$ cat src/rtl/mem_unit_seq.sv
// -----------------------------------------------------------------------------
// mem_unit_seq
//   Byte-addressed RAM sitting behind a MAR/MDR pair on the CPU bus. The
//   control unit starts a byte or word transfer with req_read / req_write and
//   stalls while busy is high. A transfer moves one byte per clock, little-
//   endian, starting at MAR. The address wraps modulo DEPTH. done pulses for
//   one cycle once the last byte has been moved.
//
//   Sequence: IDLE -> XFER (n clocks) -> DONE (1 clock) -> IDLE.
//   n = 1 for a byte transfer and DATA_W/8 for a word transfer.
//
// Parameters
//   DATA_W     MDR/bus width in bits (multiple of 8, 8..64)
//   ADDR_W     MAR width in bits
//   DEPTH      RAM size in bytes (power of two, <= 2**ADDR_W)
//   INIT_FILE  RAM image name (not loaded by this model)
//   PROT_LIMIT bytes [0,PROT_LIMIT) are write-protected when MEM_PROTECT_EN
//              is defined
//
// Ports
//   clk          in   clock, rising edge
//   rst          in   asynchronous reset, active-high (RAM contents kept)
//   data_in      in   bus input (MAR / MDR load source)
//   out          out  MDR contents
//   mar_out      out  current MAR
//   mar_load     in   MAR <= data_in (IDLE only)
//   mdr_load_bus in   MDR <= data_in (IDLE only)
//   req_read     in   start read of RAM[MAR..] into MDR (wins over write)
//   req_write    in   start write of MDR into RAM[MAR..]
//   size         in   0 = byte, 1 = word; sampled with the request
//   busy         out  high while bytes are being transferred
//   done         out  one-cycle pulse after the last byte
//   fault        out  sticky write-protection fault
//
// Build option
//   MEM_PROTECT_EN  When defined, any write byte whose address is below
//                   PROT_LIMIT is dropped and fault is set. The transfer
//                   still runs its full length. fault clears on the next
//                   accepted request or on reset. When the macro is not
//                   defined, fault is tied low.
// -----------------------------------------------------------------------------
module mem_unit_seq #(
  parameter int unsigned DATA_W     = 16,
  parameter int unsigned ADDR_W     = 16,
  parameter int unsigned DEPTH      = 256,
  parameter string       INIT_FILE  = "program.hex",
  parameter int unsigned PROT_LIMIT = 16
) (
  input  logic              clk,
  input  logic              rst,
  input  logic [DATA_W-1:0] data_in,
  output logic [DATA_W-1:0] out,
  output logic [ADDR_W-1:0] mar_out,
  input  logic              mar_load,
  input  logic              mdr_load_bus,
  input  logic              req_read,
  input  logic              req_write,
  input  logic              size,
  output logic              busy,
  output logic              done,
  output logic              fault
);

  localparam int unsigned NBYTES = DATA_W / 8;
  localparam int unsigned IDX_W  = (DEPTH > 1) ? $clog2(DEPTH) : 1;
  localparam int unsigned CNT_W  = (NBYTES > 1) ? $clog2(NBYTES) : 1;

  typedef enum logic [1:0] {
    ST_IDLE = 2'd0,
    ST_XFER = 2'd1,
    ST_DONE = 2'd2
  } state_t;

  // ---------------------------------------------------------------------------
  // Declarations
  // ---------------------------------------------------------------------------
  state_t             state_reg, state_next;
  logic               accept;
  logic               busy_reg, done_reg;

  logic [ADDR_W-1:0]  mar_reg;
  logic [ADDR_W-1:0]  mar_src;
  logic [7:0]         mdr_bytes_reg [NBYTES];
  logic [DATA_W-1:0]  mdr_word;

  // Transfer context, latched when a request is accepted. This lets MAR and
  // MDR be reloaded on that same edge without disturbing the transfer.
  logic [IDX_W-1:0]   base_reg;
  logic [7:0]         wdata_bytes_reg [NBYTES];
  logic [CNT_W-1:0]   idx_reg;
  logic [CNT_W-1:0]   last_reg;
  logic               op_write_reg;

  logic [IDX_W-1:0]   cur_addr;
  logic [IDX_W-1:0]   rd_addr;
  logic [7:0]         rd_data_reg;
  logic [7:0]         wr_byte;
  logic               ram_we;
  logic               prot_hit;
  logic               unused_init;

  logic [7:0]         ram [DEPTH];

  // ---------------------------------------------------------------------------
  // FSM: state register
  // ---------------------------------------------------------------------------
  always_ff @(posedge clk or posedge rst) begin
    if (rst) begin
      state_reg <= ST_IDLE;
      busy_reg  <= 1'b0;
      done_reg  <= 1'b0;
    end else begin
      state_reg <= state_next;
      busy_reg  <= (state_next == ST_XFER);
      done_reg  <= (state_next == ST_DONE);
    end
  end

  // ---------------------------------------------------------------------------
  // FSM: next state and accept strobe
  // ---------------------------------------------------------------------------
  always_comb begin
    state_next = state_reg;
    accept     = 1'b0;
    unique case (state_reg)
      ST_IDLE: begin
        if (req_read || req_write) begin
          accept     = 1'b1;
          state_next = ST_XFER;
        end
      end
      ST_XFER: begin
        if (idx_reg == last_reg) begin
          state_next = ST_DONE;
        end
      end
      ST_DONE: begin
        // Requests are not taken here. They are only sampled again in IDLE.
        state_next = ST_IDLE;
      end
      default: begin
        state_next = ST_IDLE;
      end
    endcase
  end

  // ---------------------------------------------------------------------------
  // MAR source: zero-extend the bus when MAR is wider than the bus
  // ---------------------------------------------------------------------------
  if (ADDR_W <= DATA_W) begin : g_mar_narrow
    assign mar_src = data_in[ADDR_W-1:0];
  end else begin : g_mar_wide
    assign mar_src = {{(ADDR_W-DATA_W){1'b0}}, data_in};
  end

  // ---------------------------------------------------------------------------
  // MAR and transfer context
  // ---------------------------------------------------------------------------
  always_ff @(posedge clk or posedge rst) begin
    if (rst) begin
      mar_reg      <= '0;
      base_reg     <= '0;
      idx_reg      <= '0;
      last_reg     <= '0;
      op_write_reg <= 1'b0;
      for (int i = 0; i < NBYTES; i++) begin
        wdata_bytes_reg[i] <= '0;
      end
    end else begin
      // A request in the same cycle still sees the old MAR through base_reg.
      if ((state_reg == ST_IDLE) && mar_load) begin
        mar_reg <= mar_src;
      end
      if (accept) begin
        base_reg     <= mar_reg[IDX_W-1:0];
        idx_reg      <= '0;
        last_reg     <= size ? CNT_W'(NBYTES - 1) : '0;
        op_write_reg <= !req_read;
        for (int i = 0; i < NBYTES; i++) begin
          wdata_bytes_reg[i] <= mdr_bytes_reg[i];
        end
      end else if (state_reg == ST_XFER) begin
        idx_reg <= idx_reg + CNT_W'(1);
      end
    end
  end

  // ---------------------------------------------------------------------------
  // MDR byte lanes
  // A read accept clears every lane so that a byte read comes out zero-extended.
  // Each XFER cycle of a read then fills lane idx from the RAM output register.
  // ---------------------------------------------------------------------------
  for (genvar gi = 0; gi < NBYTES; gi++) begin : g_lane
    always_ff @(posedge clk or posedge rst) begin
      if (rst) begin
        mdr_bytes_reg[gi] <= '0;
      end else if (accept && req_read) begin
        mdr_bytes_reg[gi] <= '0;
      end else if ((state_reg == ST_IDLE) && mdr_load_bus) begin
        mdr_bytes_reg[gi] <= data_in[8*gi +: 8];
      end else if ((state_reg == ST_XFER) && !op_write_reg &&
                   (idx_reg == CNT_W'(gi))) begin
        mdr_bytes_reg[gi] <= rd_data_reg;
      end
    end
  end

  always_comb begin
    mdr_word = '0;
    for (int i = 0; i < NBYTES; i++) begin
      mdr_word[8*i +: 8] = mdr_bytes_reg[i];
    end
  end

  // ---------------------------------------------------------------------------
  // Addressing
  // The RAM read port is registered. To keep the read latency at one byte per
  // clock, the read address runs one byte ahead: MAR while idle (which covers
  // the accept edge), then base+idx+1 during XFER.
  // ---------------------------------------------------------------------------
  assign cur_addr = base_reg + IDX_W'(idx_reg);

  always_comb begin
    rd_addr = mar_reg[IDX_W-1:0];
    if (state_reg == ST_XFER) begin
      rd_addr = cur_addr + IDX_W'(1);
    end
  end

  assign wr_byte = wdata_bytes_reg[idx_reg];
  assign ram_we  = (state_reg == ST_XFER) && op_write_reg && !prot_hit;

  // ---------------------------------------------------------------------------
  // Write protection
  // ---------------------------------------------------------------------------
`ifdef MEM_PROTECT_EN
  logic fault_reg;

  assign prot_hit = (state_reg == ST_XFER) && op_write_reg &&
                    (32'(cur_addr) < 32'(PROT_LIMIT));

  always_ff @(posedge clk or posedge rst) begin
    if (rst) begin
      fault_reg <= 1'b0;
    end else if (accept) begin
      fault_reg <= 1'b0;
    end else if (prot_hit) begin
      fault_reg <= 1'b1;
    end
  end

  assign fault = fault_reg;
`else
  logic unused_prot;

  assign prot_hit    = 1'b0;
  assign fault       = 1'b0;
  assign unused_prot = (PROT_LIMIT == 0);
`endif

  // ---------------------------------------------------------------------------
  // Byte RAM: single write port and a registered read port.
  // It has no reset, so its contents survive rst.
  // ---------------------------------------------------------------------------
  assign unused_init = (INIT_FILE == "");

  always_ff @(posedge clk) begin
    if (ram_we) begin
      ram[cur_addr] <= wr_byte;
    end
    rd_data_reg <= ram[rd_addr];
  end

  // ---------------------------------------------------------------------------
  // Outputs
  // ---------------------------------------------------------------------------
  assign out     = mdr_word;
  assign mar_out = mar_reg;
  assign busy    = busy_reg;
  assign done    = done_reg;

endmodule

$ cat config.mk
export PLATFORM = sky130hd
export DESIGN_NAME = mem_unit_seq
export DESIGN_NICKNAME = d
export VERILOG_FILES = /design/src/rtl/mem_unit_seq.sv
export SDC_FILE = /design/constraint.sdc
export NUM_CORES = 2
export LEC_CHECK = 0
export CAP_MARGIN = 40
export CORE_ASPECT_RATIO = 0.8
export CORE_MARGIN = 2
export CORE_UTILIZATION = 45
export DETAILED_ROUTE_END_ITERATION = 16
export MAX_ROUTING_LAYER = met4
export PLACE_DENSITY_LB_ADDON = 0.05
export SETUP_SLACK_MARGIN = 0.1
export SYNTH_ARGS = -nofsm -noshare
export SYNTH_HDL_FRONTEND = slang
export SYNTH_SLANG_ARGS = --single-unit
$ cat constraint.sdc
create_clock -name clk -period 4.5 [get_ports clk]
set_input_delay 0.45 -clock clk [delete_from_list [all_inputs] [get_ports clk]]
set_output_delay 0.45 -clock clk [all_outputs]
set_load 0.1 [all_outputs]
==> flow_metrics.env <==
export IMPL_endpoint="rd_data_reg[1]$_DFF_P_"
export IMPL_finalHoldViolCount=0
export IMPL_fin_crit_ns=4.30
export IMPL_ys_seq_area_share_pct=75.7
export IMPL_synth_edf_count=2048
export IMPL_grt_pass1_wl_um=335000
export IMPL_cts_max_level=4
export IMPL_synth_seq_cells=2119
export IMPL_synth_flop_cell="edfxtp_1"
export IMPL_drv_slew=0
export IMPL_setup_violations=0
export IMPL_netlist_area_um2=83600
export IMPL_clk_latency_ns=0.83
export IMPL_end_kind="flip-flop"
export IMPL_cp_max_fo=17
export IMPL_largest_reg_flops=2048
export IMPL_rsz0062_at_grt="no"
export IMPL_drive_above_1_share_pct=22.8
export IMPL_worstMarginPinSlew_ns=0.931
export IMPL_grt_max_degree=129
export IMPL_avgViaCountPerCell=5.88
export IMPL_ys_warn_count=0
export IMPL_ff2ff_path_depth=12
export IMPL_cts_sinks=2119
export IMPL_cts_made_buffers=209
export IMPL_drtPass1Iterations=5
export IMPL_status="completed"
export IMPL_start_util_pct=45.3
export IMPL_worstSetupStartpoint="base_reg[0]$_DFFE_PP0P_"
export IMPL_drv_cap=0
export IMPL_grt_pass1_vias=44500
export IMPL_mostFrequentLayoutCells="edfxtp_1, nand2_1, mux4_2"
export IMPL_cts_root_buf="clkbuf_16"
export IMPL_final_nets=5170
export IMPL_die_w_um=486
export IMPL_worstReg2RegStart="base_reg[0]$_DFFE_PP0P_"
export IMPL_gp_congestion=0.866
export IMPL_slew_headroom_pct=37.9
export IMPL_portBuffers=56
export IMPL_worstSetupPathType="reg2reg"
export IMPL_pre_cts_slack_ns=0.0993
export IMPL_area_growth_pct=16.4
export IMPL_drt_total_wl_um=234000
export IMPL_yosysUniqueCellTypes=72
export IMPL_drc=0
export IMPL_cts_tree="done"
export IMPL_ios=58
export IMPL_die_height_um=389
export IMPL_ant_nets=0
export IMPL_yosysTopAreaCellShare_pct=73.6
export IMPL_dp_hpwl_um=145000
export IMPL_syn_inst=4742
export IMPL_rrSetupSlack_ns=0.20
export IMPL_skew_ns=0.0281
export IMPL_grtUsageTotal_pct=25.4
export IMPL_period_share_pct=95.5
export IMPL_holdBufCountCts=0
export IMPL_worst_slack_ns=0.204
export IMPL_wl_per_cell_um=30.2
export IMPL_syn_nets=4772
export IMPL_clk_pin_slew_ns=0.06
export IMPL_avgSynthCellArea_um2=17.6
export IMPL_worstHoldPathType="in2async"
export IMPL_clockBufferDepth=3
export IMPL_crit_path_start_kind="flip-flop"
export IMPL_antenna_found_initial=14
export IMPL_fin_tns_setup_ns=0
export IMPL_overflow=0
export IMPL_dieArea_um2=189000
export IMPL_dr_first_iter_drc_count=5375
export IMPL_ys_async_sr_fraction_pct=2.97
export IMPL_worst_endpoint_required_ns=5.18
export IMPL_arrival_ns=4.98
export IMPL_coreArea_um2=185000
export IMPL_fmax_ghz=0.233
export IMPL_yosys_top_cells_area="edfxtp_1, mux4_2, nand2_1, dfrtp_1, nand3_1"
export IMPL_max_flop_register="ram"
export IMPL_layout_commonest_cell="edfxtp_1"
export IMPL_synth_area_leader_cell="edfxtp_1"
export IMPL_postLayoutCoreUtil_pct=52.7
export IMPL_reg2reg_to="rd_data_reg[1]$_DFF_P_"
export IMPL_rows=141
export IMPL_via_count=45600
export IMPL_hold_ws_ns=0.0733
worst min-delay path by stage:
| stage | to | slack, ns | cells after the start |
|---|---|---|---|
| 2_1_floorplan | wdata_bytes_reg[0]$_DFFE_PP0P_ | 0.44 | 2 |
| 3_3_place_gp | wdata_bytes_reg[12]$_DFFE_PP0P_ | 0.48 | 2 |
| 3_5_place_dp | wdata_bytes_reg[10]$_DFFE_PP0P_ | 0.49 | 2 |
| 4_1_cts | mar_out[1]$_DFFE_PP0P_ | 0.05 | 2 |
| 5_1_grt | mar_out[1]$_DFFE_PP0P_ | 0.09 | 2 |
| 6_report | mar_out[1]$_DFFE_PP0P_ | 0.07 | 2 |
layout make-up:
| cell class | instances | area, um2 |
|---|---|---|
| Clock inverter | 117 | 1270 |
| Inverter | 16 | 60.1 |
| Timing Repair Buffer | 476 | 4870 |
| Sequential cell | 2119 | 63200 |
| Tap cell | 2431 | 3040 |
| Fill cell | 14900 | 87300 |
| Clock buffer | 263 | 5540 |
| Antenna cell | 4 | 10.0 |
| Multi-Input combinational cell | 2318 | 19300 |
stage by stage:
step                std cells  cell area (um2)
floorplan                4742            83600
global placement         7314            89600
detailed placement       7357            90400
CTS                      7737            97200
global route             7742            97300
finish                   7744            97300
repair_timing:
| item | 4_1_cts | 5_1_grt |
|---|---|---|
| buffers inserted | 0 | 2 |
| resized for setup | 1 | 6 |
| endpoints found under the setup margin | 1 | 5 |
worst max-delay path, stage by stage (launching register included):
cell and delay (ns):
dfrtp_1 0.40, ha_1 0.21, ha_1 0.38, ha_1 0.38, mux2i_4 0.24, buf_12 0.23
buf_4 0.33, mux4_2 0.35, and2_1 0.17, a211oi_1 0.47, a41oi_2 0.20, a31oi_1 0.61
nor4_1 0.11
metal layers:
layer / vias to the layer above / track usage [%] / share of wire [%]
met4: 0 / 5.46 / 2.1
met1: 24100 / 39.2 / 47
met3: 280 / 4.70 / 7.7
li1: 19500 / - / -
met5: - / - / 0
met2: 1697 / 35.3 / 43
synth_stat cells (3+ instances only):
library cell / instances
nand3_1: 236
and2_1: 29
edfxtp_1: 2048
a211oi_1: 38
dfrtp_1: 63
a311oi_1: 36
nor2_1: 276
a41oi_1: 13
a221oi_1: 10
a21o_1: 4
mux2_2: 46
buf_2: 99
nand4_1: 27
o21ai_0: 39
nand2b_1: 5
clkbuf_1: 132
buf_1: 29
and3_1: 34
mux2i_1: 48
a31oi_1: 40
nand3b_1: 3
xnor2_1: 6
nor4_1: 8
o22ai_1: 11
a32oi_1: 31
a22o_1: 15
a21oi_1: 48
nor3_1: 7
xor2_1: 4
o221ai_1: 14
a211oi_2: 4
dfxtp_1: 8
a2111oi_0: 8
buf_4: 29
o211ai_1: 10
nor2b_1: 9
a22oi_1: 4
inv_1: 16
nand2_1: 803
ha_1: 7
a211o_1: 7
mux4_2: 402
cells by family (layout without fill, tap and decap cells):
logic type	after synthesis	count (layout)	share of synthesized area, %
DFF	2119	2119	75.7
muxes	496	496	12.0
adders and majority gates	7	7	0.105
buffers and inverters	305	872	1.65
and+or+nand+nor	1450	1450	7.29
xor gates and xnor gates	12	12	0.153
other	1	5	0.00449
AOI/OAI and AO/OA	352	352	3.11
Power is not shown: default switching activity piles up to over one toggle a cycle in this logic, so the estimate is an artifact.
